`src/rtl/fib_seq_gen.sv`:
```
// Generalised Fibonacci FSMD: F(n) from seeds (seed0, seed1), one add per clock, optional saturation and abort.
// start accepted only while ready; OP lasts max(n,1) cycles, then a one-cycle done_tick.
module fib_seq_gen #(
    parameter int W        = 32,
    parameter int N_W      = 6,
    parameter int SATURATE = 0
) (
    input  logic           clk,
    input  logic           reset,
    input  logic           start,
    input  logic [N_W-1:0] n,
    input  logic [W-1:0]   seed0,
    input  logic [W-1:0]   seed1,
    input  logic           abort,
    output logic           ready,
    output logic           busy,
    output logic           done_tick,
    output logic           ovf,
    output logic [W-1:0]   f
);

    typedef enum logic [1:0] {
        IDLE = 2'd0,
        OP   = 2'd1,
        DONE = 2'd2
    } state_t;

    state_t         state_reg, state_next;
    logic [W-1:0]   t0_reg, t0_next;
    logic [W-1:0]   t1_reg, t1_next;
    logic [N_W-1:0] cnt_reg, cnt_next;
    logic           ovf_reg, ovf_next;
    logic [W:0]     sum;

    always_ff @(posedge clk or posedge reset) begin
        if (reset) begin
            state_reg <= IDLE;
            t0_reg    <= '0;
            t1_reg    <= '0;
            cnt_reg   <= '0;
            ovf_reg   <= 1'b0;
        end else begin
            state_reg <= state_next;
            t0_reg    <= t0_next;
            t1_reg    <= t1_next;
            cnt_reg   <= cnt_next;
            ovf_reg   <= ovf_next;
        end
    end

    // Carry-out of this sum is the overflow indicator.
    assign sum = {1'b0, t0_reg} + {1'b0, t1_reg};

    always_comb begin
        state_next = state_reg;
        t0_next    = t0_reg;
        t1_next    = t1_reg;
        cnt_next   = cnt_reg;
        ovf_next   = ovf_reg;
        case (state_reg)
            IDLE: begin
                if (start) begin
                    t0_next    = seed0;
                    t1_next    = seed1;
                    cnt_next   = n;
                    ovf_next   = 1'b0;
                    state_next = OP;
                end
            end
            OP: begin
                if (abort) begin
                    state_next = IDLE;
                end else if (cnt_reg == '0) begin
                    t1_next    = t0_reg;
                    state_next = DONE;
                end else if (cnt_reg == N_W'(1)) begin
                    state_next = DONE;
                end else begin
                    t0_next  = t1_reg;
                    cnt_next = cnt_reg - N_W'(1);
                    t1_next  = (SATURATE != 0 && sum[W]) ? '1 : sum[W-1:0];
                    if (sum[W]) begin
                        ovf_next = 1'b1;
                    end
                end
            end
            DONE: begin
                state_next = IDLE;
            end
            default: begin
                state_next = IDLE;
            end
        endcase
    end

    assign ready     = (state_reg == IDLE);
    assign busy      = (state_reg == OP);
    assign done_tick = (state_reg == DONE);
    assign ovf       = ovf_reg;
    assign f         = t1_reg;

endmodule
```
`config.mk`:
```
export PLATFORM = sky130hd
export DESIGN_NAME = fib_seq_gen
export DESIGN_NICKNAME = d
export VERILOG_FILES = /design/src/rtl/fib_seq_gen.sv
export SDC_FILE = /design/constraint.sdc
export NUM_CORES = 1
export LEC_CHECK = 0
export BUFFER_PORTS_ARGS = -buffer_cell sky130_fd_sc_hd__buf_4
export CAP_MARGIN = 10
export CORE_ASPECT_RATIO = 0.5
export CORE_MARGIN = 3
export CORE_UTILIZATION = 30
export DETAILED_ROUTE_END_ITERATION = 7
export PLACE_DENSITY_LB_ADDON = 0.1
export SYNTH_ARGS = -nofsm -noshare
export SYNTH_HDL_FRONTEND = slang
export SYNTH_SLANG_ARGS = --single-unit
export TNS_END_PERCENT = 1
```
`constraint.sdc`:
```
create_clock -name clk -period 2.86 [get_ports clk]
set_input_delay 0.143 -clock clk [delete_from_list [all_inputs] [get_ports clk]]
set_output_delay 0.143 -clock clk [all_outputs]
set_load 0.01 [all_outputs]
```
### Word level (Yosys, flattened, before mapping)

Index checks and enable logic that the tools add are counted.

* bits in registers: 73
* output and inout port bits: 36
* word-level logic and storage cells: 50
* input port bits: 74

* equal/unequal tests: 10
* add/sub/neg operators: 2
* reduce and logical (&&, ||, !) cells: 7
* multiplexer cells: 26

Operators with widths (number)
* $mux 32: 8
* $pmux 32 s2: 2
* $add 32x32->33: 1
* $mux 6: 4
* $pmux 6 s2: 1
* $mux 2: 4
* $ne 2x2->1 const B: 4
* $eq 6x1->1 const B: 1
* $logic_not 6->1: 1
* $reduce_and 6->1: 1
* $sub 6x1->6 const B: 1
* $mux 1: 5
* $reduce_and 5->1: 1
* $ne 4x2->1 const B: 1
* $pmux 2 s2: 1
* $reduce_and 4->1: 1
* $ne 3x3->1 const B: 1
* $eq 2x1->1 const B: 1
* $eq 2x2->1 const B: 1
* $logic_not 2->1: 1
* $ne 2x1->1 const B: 1
* $pmux 1 s2: 1
* $reduce_and 2->1: 1
* $reduce_bool 2->1: 1

### Logic depth before layout (Yosys ltp)

Gate-level depths: netlist (run 1).

* depth in word-level cells: 6
* gate-level depth with buffers: 12
* gate-level depth less buffers: 12

### Worst setup path before layout (run 1)

Ideal clock, no wire load.

* path type: reg2reg
* start point: reg t1_reg[0] (netlist: f[0])
* end point: reg t1_reg[28] (netlist: f[28])
* arrival time: 2.658 ns
* cell stages (with the launch flop): 13
* clock period less this slack: 2.785 ns
* required time: 2.734 ns
* library setup time: 0.126 ns
* slack: 0.075 ns
* buffers on the path: 0
* cell sequence: dfrtp_1 ha_1 inv_1 fa_1 nand2b_1 a21oi_1 a211oi_1 o21ai_1 a31o_2 a31oi_2 o31ai_1 xor2_1 a221o_1

* word-level cells in the longest chain between the ends: 5

Ends and longest elaborated chain
* from (decl): line 30 `logic [W-1:0] t1_reg, t1_next;`
* from (signal assigned): line 45 `t1_reg <= t1_next;`
* $add 32x32->33: line 52 `assign sum = {1'b0, t0_reg} + {1'b0, t1_reg};`
* $mux 32: line 76 `end else if (cnt_reg == N_W'(1)) begin`
* $mux 32: line 73 `end else if (cnt_reg == '0) begin`
* $mux 32: line 71 `if (abort) begin`
* $pmux 32 s2: line 60 `case (state_reg)`

No other way between the ends. The select of a mux whose other input is x is not followed.
A chain may end at the register's enable or synchronous reset.

### Worst setup path after layout (run 1)

* start point: reg t1_reg[4] (netlist: f[4])
* end point: reg t1_reg[31] (netlist: f[31])

Same word-level chain as after synthesis.

==> summary.md, run 1 <==
| Metric | Value |
|---|---|
| Clock Sinks | 73 |
| Worst setup margin | 74.2 ps |
| Nets | 850 |
| WL/cell | 16.5 um |
| Fin crit share | between 90% and 100% |
| Port buffer count | ~110 |
| # diodes | 0 |
| Initial antenna violation count | 0 |
| Synthesized area per cell | around 8.3 sq um |
| Post-Syn Area | roughly 0.0053 sq mm |
| IO Pins | 110 |
| Antenna-violating nets left | 0 |
| Worst R2R Setup Slack | around 74 ps |
| Die Width | slightly below 200 um |
| Setup Skew | slightly above 10 ps |
| Later-pin clock latency in the skew report | 340 ps |
| Worst slew pin tran | around 860 ps |
| Hold Fails Final Rpt | 27 |
| Largest net degree at the start of global routing | 64 |
| Power Internal | ~0.005 W |
| Minimum clock period | roughly 2800 ps |
| RSZ-0062 raised after global routing | yes |
| Min-Delay Path Class | in -> async |
| Seq pwr share | approximately 22% |
| Critical Path Start Type | register |
| Worst Path Max Fanout | 4 |
| Clock root cell | clkbuf_16 |
| Synthesis-to-layout area growth | 29.9% |
| Final setup vio count | 0 |
| Pleak | approximately 3.1 nW |
| Row cnt | 33 |
| CP Capture Type | register |
| Sw Share | a little under half |
| GPL Wtd Cong | 0.828 |
| Failing checks | negative hold slack |
| Crit path kind | reg -> reg |
| Combinational power share | between 60% and 70% |
| Sw Pwr | 0.00443 W |
| CTS Buf Count | 9 |
| PD cells | around 1400 mW/mm^2 |
| Fraction of registers with async set/reset | between 90% and 100% |
| Initial Util | about a third |
| R2R Path Start | f[4] |
| Top FF cell, synth | dfrtp_1 |
| Clock slew at reported path FFs | 60 ps |
| Die Span Y | ~100 um |
| Grt ovf | 0 |
| R2r worst-path depth | 10 |
| CTS tree | built |
| Status | finished with violations |
| Number of global-route vias before repair | 4888 |
| Via count | about 5000 |
| Fin Hold WS | -26.5 ps |
| Setup WS pre-CTS | -8.26 ps |
| Vias per cell | 5.06 |
| Max cap viols | 0 |
| Fmax | 359 MHz |
| Final Util | 40.8% |
| Core area | approximately 0.017 sq mm |
| RR Endpoint | f[31] |
| DRC Markers | 0 |
| Synth Instances | 632 |
| Final wirelength | approximately 16000 um |
| HPWL Detailed | between 10000 and 15000 um |
| Max-slew violation count | 0 |
| Critical Path RT | approximately 3000 ps |
| Post-DP Area | ~0.0064 sq mm |
| Synth warn | 0 |
| Post-route cell area | 0.00685 sq mm |
| Netlist cell types | 53 |
| Number of flops mapped to enable cells by yosys | 0 |
| H-tree Lvls | 3 |
| First-pass DRT Iterations | 4 |
| Die ar. | roughly 0.019 sq mm |
| Crit path DAT | between 2000 and 3000 ps |
| Syn Nets | around 740 |
| Sequential element share of the synthesized area | 34.6% |
| First-pass GRT wire length | between 20000 and 30000 um |
| Overall power | approximately 0.0095 W |
| First DRT Iteration DRCs | about 180 |
| Max IR drop VDD | between 400 and 500 uV |
| Clock Power Share | 12.6% |
| Fill cells | between 1500 and 2000 |
| Max Root-Sink Buffers | 2 |
| Ratio of cells with drive above 1 in the final layout | between 20% and 30% |
| Worst slew margin | a little over two fifths |
| Gr usage total | ~16% |
| Yosys reg bits | 73 |
==> synth_stat cells, types with 3 or more instances <==
master    number  area share [%]
xor2_1        13             2.2
o21bai_1       5            0.71
buf_1          6            0.43
nor3_1        25             2.4
o21ai_0       79             7.5
nor2_1        41             2.9
a31oi_1        6            0.71
a21o_1        16             2.3
a21boi_0       3            0.43
nor4_1         3            0.36
clkbuf_1      25             1.8
o21a_1         3            0.43
nand2b_1       7            0.83
a211o_1        3            0.50
o211ai_1      16             2.3
mux2i_1       33             6.3
and2_1         3            0.36
nand2_1       95             6.8
dfrtp_1       73              35
inv_1         10            0.71
nand3_1       10            0.95
a211oi_1       8             1.1
ha_1          34             8.1
a21oi_1       58             5.5
o21ai_1        5            0.47
a221o_1        4            0.76
xnor2_1       15             2.5
==> cells by family (layout without fill, tap and decap cells) <==
family          after synthesis  in the layout  share of synthesized area, %
buf+inv                      44            158                          3.30
compound gates              223            223                          26.5
fa+ha+maj                    35             35                          8.44
mux                          34             34                          6.48
flops                        73             73                          34.6
simple gates                195            195                          16.0
xor+xnor                     28             28                          4.65
==> worst max-delay path by stage <==
stage,from,endpoint,slack (ps),cells past startpoint
6_report,f[4],f[31],70,10
5_1_grt,t0_reg[0],f[26],-50,12
4_1_cts,t0_reg[0],ovf,-7,12
3_5_place_dp,t0_reg[0],f[28],-8,12
3_3_place_gp,t0_reg[0],f[28],120,12
2_1_floorplan,f[0],f[28],80,12
==> worst max-delay path, stage by stage (launching register included) <==
cell and delay, ps:
dfrtp_1 410, ha_1 380, a21oi_1 220, o211ai_2 160, a31oi_4 220, o21ai_2 120
a41o_1 310, a211o_1 370, o31ai_4 200, xor2_1 160, a21oi_1 80
==> per-stage QoR <==
step           TNS, ps  std cells  hold slack [ps]
6_report             0        973            -26.5
5_1_grt          -59.8        973             51.6
4_1_cts          -14.1        973             5.22
3_5_place_dp     -8.26        954              325
3_3_place_gp         0        954              322
2_1_floorplan        0        632              216
==> layer usage <==
metal / GRT usage, % / routed length [um] / vias to the layer above
met1: 24.1 / 8510 / 2344
met4: 3.44 / 55 / 0
met5: 0 / 0 / -
met3: 3.72 / 485 / 6
li1: - / - / 2495
met2: 24.9 / 6990 / 77
==> power by group through the flow <==
stage	logic [W]	clock network, W	registers, W
after floorplan	0.00423	0	0.00206
after global placement	0.00597	0	0.00210
after detailed placement	0.00596	0	0.00211
after CTS	0.00602	0.00123	0.00210
after global routing	0.00683	0.00128	0.00218
final	0.00616	0.00120	0.00210
==> area by class of cell <==
type	count	area, sq um	share of cell area, %
multi-input combinational	515	3360	49.1
sequential	73	1830	26.7
timing repair buffer	131	1030	15.0
tap	227	284	4.15
clock buffer	14	274	4.00
inverter	11	41.3	0.603
clock inverter	2	35.0	0.511
==> layout by cell type, fill, tap and decap left out, types with 3 or more instances in the layout <==
cell,instances
mux2i_1,33
dfrtp_1,73
a211oi_1,8
a21oi_1,56
and2_1,3
clkbuf_16,9
o21bai_1,5
a21o_1,16
ha_1,27
o211ai_1,16
a31oi_1,6
nor2_1,41
nand3_1,10
ha_2,7
buf_4,126
inv_1,9
xnor2_1,15
nor4_1,3
nor3_1,25
o21ai_0,78
nand2_1,94
clkbuf_8,3
o21a_1,3
xor2_1,13
a211o_1,3
buf_12,3
a21boi_0,3
a221o_1,4
nand2b_1,5
o21ai_2,4
==> what timing repair did <==
| item | 4_1_cts | 5_1_grt |
|---|---|---|
| gates resized for setup | 0 | 18 |
| setup endpoints to repair | 3 | 11 |
| pin swaps | 1 | 11 |
| cloned | 0 | 0 |
| endpoints found under the hold margin | 2 | 0 |
| setup buffers | 1 | 0 |
| hold buffers | 2 | 0 |
Power figures use the tool's default switching activity.
==> run 2, diff against run 1 <==
--- a/config.mk
+++ b/config.mk
@@ -12,6 +12,7 @@
 export CORE_UTILIZATION = 30
 export DETAILED_ROUTE_END_ITERATION = 7
 export PLACE_DENSITY_LB_ADDON = 0.1
+export SETUP_SLACK_MARGIN = 0.3
 export SYNTH_ARGS = -nofsm -noshare
 export SYNTH_HDL_FRONTEND = slang
 export SYNTH_SLANG_ARGS = --single-unit
==> summary.md, run 2 (synthesis results as in run 1) <==
| Metric | Value |
|---|---|
| Max-slew violation count | 0 |
| GPL Wtd Cong | just over 0.8 |
| Max Root-Sink Buffers | 2 |
| Worst slew margin | between 30% and 40% |
| Met1 wire length | between 8000 and 9000 um |
| Number of global-route vias before repair | slightly below 5000 |
| Final wirelength | ~16000 um |
| Ratio of cells with drive above 1 in the final layout | approximately 26% |
| Core area | 0.0168 sq mm |
| Grt ovf | 0 |
| Commonest non-fill, non-tap cells in the layout | buf_4 (133), nand2_1 (94), o21ai_0 (77) |
| WL/cell | approximately 16 um |
| H-tree Lvls | 3 |
| First-pass DRT Iterations | 4 |
| HPWL Detailed | 11900 um |
| Most common cell after layout, fill and taps aside | buf_4 |
| First-pass GRT wire length | 26400 um |
| Fmax | ~390 MHz |
| Initial Util | a little under a third |
| CTS tree | built |
| Critical Path Start Type | register |
| Clock root cell | clkbuf_16 |
| Routed length on met3 | roughly 550 um |
| Minimum clock period | 2600 ps |
| Clock slew at reported path FFs | around 60 ps |
| R2R Path Start | f[1] |
| Hold Fails Final Rpt | 0 |
| Nets | approximately 860 |
| Gr usage total | roughly 17% |
| Min-Delay Path Class | in -> reg |
| Crit path from | f[1] |
| Clock Sinks | 73 |
| # diodes | 0 |
| Top sig layer | met4 |
| Combinational power share | approximately two thirds |
| Met2 wire len | roughly 6900 um |
| Fin crit share | between 90% and 100% |
| Row cnt | 33 |
| Clock Power Share | a little under an eighth |
| Power Internal | between 0.005 and 0.006 W |
| Worst slew pin tran | about 900 ps |
| Critical Path RT | between 3000 and 4000 ps |
| R2r worst-path depth | 10 |
| Crit path to | f[31] |
| Worst Path Max Fanout | 3 |
| RSZ-0062 raised after global routing | yes |
| Crit path kind | reg -> reg |
| Die Span Y | about 100 um |
| DRC Markers | 0 |
| Final Util | a little over two fifths |
| Max IR drop VDD | approximately 430 uV |
| Pleak | about 3.2 nW |
| Die ar. | 0.0193 sq mm |
| IO Pins | 110 |
| Post-route setup TNS | 0 ps |
| First DRT Iteration DRCs | roughly 260 |
| Seq pwr share | 21.8% |
| CTS Buf Count | 9 |
| Synthesis-to-layout area growth | 33.0% |
| CP Capture Type | register |
| Via count | ~5000 |
| Port buffer count | 109 |
| PD cells | approximately 1400 mW/mm^2 |
| Die Width | about 190 um |
| Antenna-violating nets left | 0 |
| Final setup vio count | 0 |
| RR Endpoint | f[31] |
| Sw Pwr | ~0.0045 W |
| Worst R2R Setup Slack | 260 ps |
| Largest net degree at the start of global routing | 45 |
| Setup Skew | approximately 9.5 ps |
| Later-pin clock latency in the skew report | ~340 ps |
| Sw Share | 46.4% |
| Vias per cell | 5.08 |
| Max cap viols | 0 |
| Status | finished clean |
| Crit path DAT | around 2800 ps |
| Initial antenna violation count | 0 |
run 2: cell type report:
| type | count | area [sq um] |
|---|---|---|
| inverters | 11 | 41.3 |
| clock inverters | 3 | 40.0 |
| flip-flops and latches | 73 | 1830 |
| well taps | 227 | 284 |
| multi-input cells | 515 | 3460 |
| clock buffers | 12 | 256 |
| repair buffers | 140 | 1110 |
| fillers | 1692 | 9790 |
run 2: through the flow:
stage                     std cells  power [W]  instance area [sq um]  hold slack (ps)  setup WS (ps)
after floorplan                 632    0.00639                   5320              216            237
after global placement          955    0.00821                   6500              299            113
after detailed placement        955    0.00822                   6500              296           38.4
after CTS                       981    0.00964                   6930             37.0            197
after global routing            981     0.0107                   7010             58.0            151
final                           981    0.00972                   7010             54.5            265
run 2: worst min path at each step:
stage,from,end,slack [ps],depth (start not counted)
finish,n[0],cnt_reg[0],50,3
global route,n[0],cnt_reg[0],60,3
CTS,n[0],cnt_reg[0],40,3
detailed placement,reset,f[3],300,2
global placement,reset,f[3],300,2
floorplan,abort,state_reg[1],220,1
run 2: repair_timing:
item,in CTS,in global routing
hold endpoints to repair,31,0
pin swaps,14,7
hold buffers,3,0
buffers inserted,8,0
resized for setup,5,14
endpoints found under the setup margin,14,17
run 2: power by group through the flow:
stage	registers, W	logic (W)	clock network, W
after floorplan	0.00206	0.00433	0
after global placement	0.00209	0.00612	0
after detailed placement	0.00210	0.00612	0
after CTS	0.00210	0.00634	0.00119
after global routing	0.00221	0.00722	0.00124
final	0.00212	0.00644	0.00116
run 2: metal layers:
layer  GRT usage [%]  vias to the layer above
li1                -                     2521
met1            24.4                     2380
met2            25.6                       70
met3            3.76                       12
met4            3.66                        0
met5               0                        -
run 2: critical path, cell delays in order (launching register included):
cell,delay [ps]
dfrtp_1,420
ha_4,250
a211oi_2,290
o211ai_2,150
a31oi_4,200
o21ai_2,110
a41o_1,230
a211o_1,360
o31ai_4,180
xor2_1,160
a21oi_1,80
==> run 3, diff against run 2 <==
--- a/config.mk
+++ b/config.mk
@@ -7,7 +7,6 @@
 export LEC_CHECK = 0
 export BUFFER_PORTS_ARGS = -buffer_cell sky130_fd_sc_hd__buf_4
 export CAP_MARGIN = 10
-export CORE_ASPECT_RATIO = 0.5
 export CORE_MARGIN = 3
 export CORE_UTILIZATION = 30
 export DETAILED_ROUTE_END_ITERATION = 7
==> summary.md, run 3 (synthesis results as in run 1) <==
| Metric | Value |
|---|---|
| Worst Hold End | cnt_reg[0] |
| Vias per cell | 5.13 |
| Crit path DAT | about 2900 ps |
| HPWL Detailed | 11600 um |
| Pleak | between 3 and 4 nW |
| Die ar. | 0.0192 sq mm |
| Hold path depth | 3 |
| Gr usage total | approximately 17% |
| Later-pin clock latency in the skew report | roughly 350 ps |
| Max Root-Sink Buffers | 2 |
| Clock root cell | clkbuf_16 |
| Critical Path Start Type | register |
| Worst slew pin tran | 855 ps |
| Die Width | 139 um |
| H-tree Lvls | 3 |
| Overall power | 0.00959 W |
| Sw Share | approximately 47% |
| Initial antenna violation count | 0 |
| GPL Wtd Cong | 0.836 |
| CP Capture Type | register |
| Initial Util | between 30% and 40% |
| Post-route setup TNS | 0 ps |
| Max IR drop VDD | between 300 and 400 uV |
| Clock slew at reported path FFs | ~60 ps |
| Status | finished clean |
| R2r worst-path depth | 10 |
| Port buffer count | roughly 110 |
| Via count | 4995 |
| Core area | between 0.015 and 0.02 sq mm |
| R2R Path Start | f[1] |
| IO Pins | 110 |
| RSZ-0062 raised after global routing | yes |
| WL/cell | 16.3 um |
| Hold Path Origin | n[0] |
| # diodes | 0 |
| Synthesis-to-layout area growth | 31.7% |
| First-pass GRT wire length | between 20000 and 30000 um |
| Clock Sinks | 73 |
| Die Span Y | approximately 140 um |
| Row cnt | 47 |
| Most common cell after layout, fill and taps aside | buf_4 |
| Grt ovf | 0 |
| Antenna-violating nets left | 0 |
| CTS Buf Count | 9 |
| Crit path kind | reg -> reg |
| RR Endpoint | f[31] |
| Critical Path RT | between 3000 and 4000 ps |
| Final wirelength | 15900 um |
| Number of global-route vias before repair | 5060 |
| Fin Hold WS | 41.0 ps |
| Combinational power share | 65.8% |
| Fmax | between 300 and 400 MHz |
| Sw Pwr | 0.00448 W |
| Hold Fails Final Rpt | 0 |
| Min-Delay Path Class | in -> reg |
| Commonest non-fill, non-tap cells in the layout | buf_4 (132), nand2_1 (94), o21ai_0 (78) |
| Clock Power Share | about 12% |
| Worst R2R Setup Slack | 200 ps |
| Worst slew margin | between 40% and 50% |
| DRC Markers | 0 |
| Ratio of cells with drive above 1 in the final layout | 24.7% |
| First-pass DRT Iterations | 5 |
| Power Internal | a little over 0.005 W |
| Minimum clock period | between 2000 and 3000 ps |
| PD cells | about 1400 mW/mm^2 |
| Seq pwr share | 22.1% |
| Nets | about 860 |
| Final setup vio count | 0 |
| Setup Skew | about 8.5 ps |
| Worst Path Max Fanout | 3 |
| First DRT Iteration DRCs | 280 |
| Largest net degree at the start of global routing | 46 |
| Fin crit share | about 93% |
| Max-slew violation count | 0 |
| Max cap viols | 0 |
| CTS tree | built |
[run 3: cell count changes in the layout (fill, tap and decap cells not counted), sizes merged]
cell,change
clkinvlp,+2
buf,-2
clkbuf,-1
[run 3: per-layer routing]
metal | global-route usage [%] | routed length, um
met3 | 2.76 | 647
met1 | 23.2 | 7590
met2 | 26.8 | 7400
met5 | 0 | 0
met4 | 5.51 | 208
[run 3: worst max-delay path by stage]
stage / endpoint / from / slack (ps) / cells after the start
after CTS: f[26] / f[0] / 210 / 12
after floorplan: f[26] / f[0] / 240 / 12
after detailed placement: ovf / t0_reg[0] / 30 / 12
final: f[31] / f[1] / 200 / 10
after global routing: f[26] / f[0] / 80 / 12
after global placement: ovf / t0_reg[0] / 140 / 12
[run 3: per-stage QoR]
| step | util [%] | instance area (sq um) | std cells | setup slack [ps] |
|---|---|---|---|---|
| floorplan | - | 5320 | 632 | 237 |
| global placement | 38.3 | 6470 | 946 | 140 |
| detailed placement | 38.3 | 6470 | 946 | 25.1 |
| CTS | 41.0 | 6910 | 972 | 208 |
| global route | 41.2 | 6950 | 973 | 80.9 |
| finish | 41.2 | 6950 | 973 | 197 |
[run 3: timing repair]
| item | 4_1_cts | 5_1_grt |
|---|---|---|
| hold buffers | 3 | 0 |
| endpoints found under the hold margin | 30 | 0 |
| gates resized for setup | 8 | 5 |
| pin swaps | 15 | 3 |
| endpoints found under the setup margin | 14 | 17 |
| setup buffers | 7 | 1 |
[run 3: critical path: stages, from the launching register on]
cell and delay, ps:
dfrtp_1 440, ha_4 280, a211oi_4 230, o211ai_2 160, a31oi_4 240, o21ai_2 110
a41o_1 280, a211o_1 330, o31ai_4 190, xor2_1 160, a21oi_1 90
[run 3: layout make-up]
type / instances / area (sq um)
fill: 1711 / 9930
multi-input combinational: 515 / 3420
sequential: 73 / 1830
timing repair buffer: 138 / 1080
tap: 220 / 275
clock buffer: 11 / 243
clock inverter: 5 / 55.1
inverter: 11 / 41.3
[run 3: power groups by stage]
stage	combinational (W)	sequential, W	clock [W]
final	0.00631	0.00212	0.00116
after global routing	0.00708	0.00221	0.00125
after CTS	0.00628	0.00212	0.00120
after detailed placement	0.00604	0.00210	0
after global placement	0.00600	0.00208	0
after floorplan	0.00433	0.00206	0
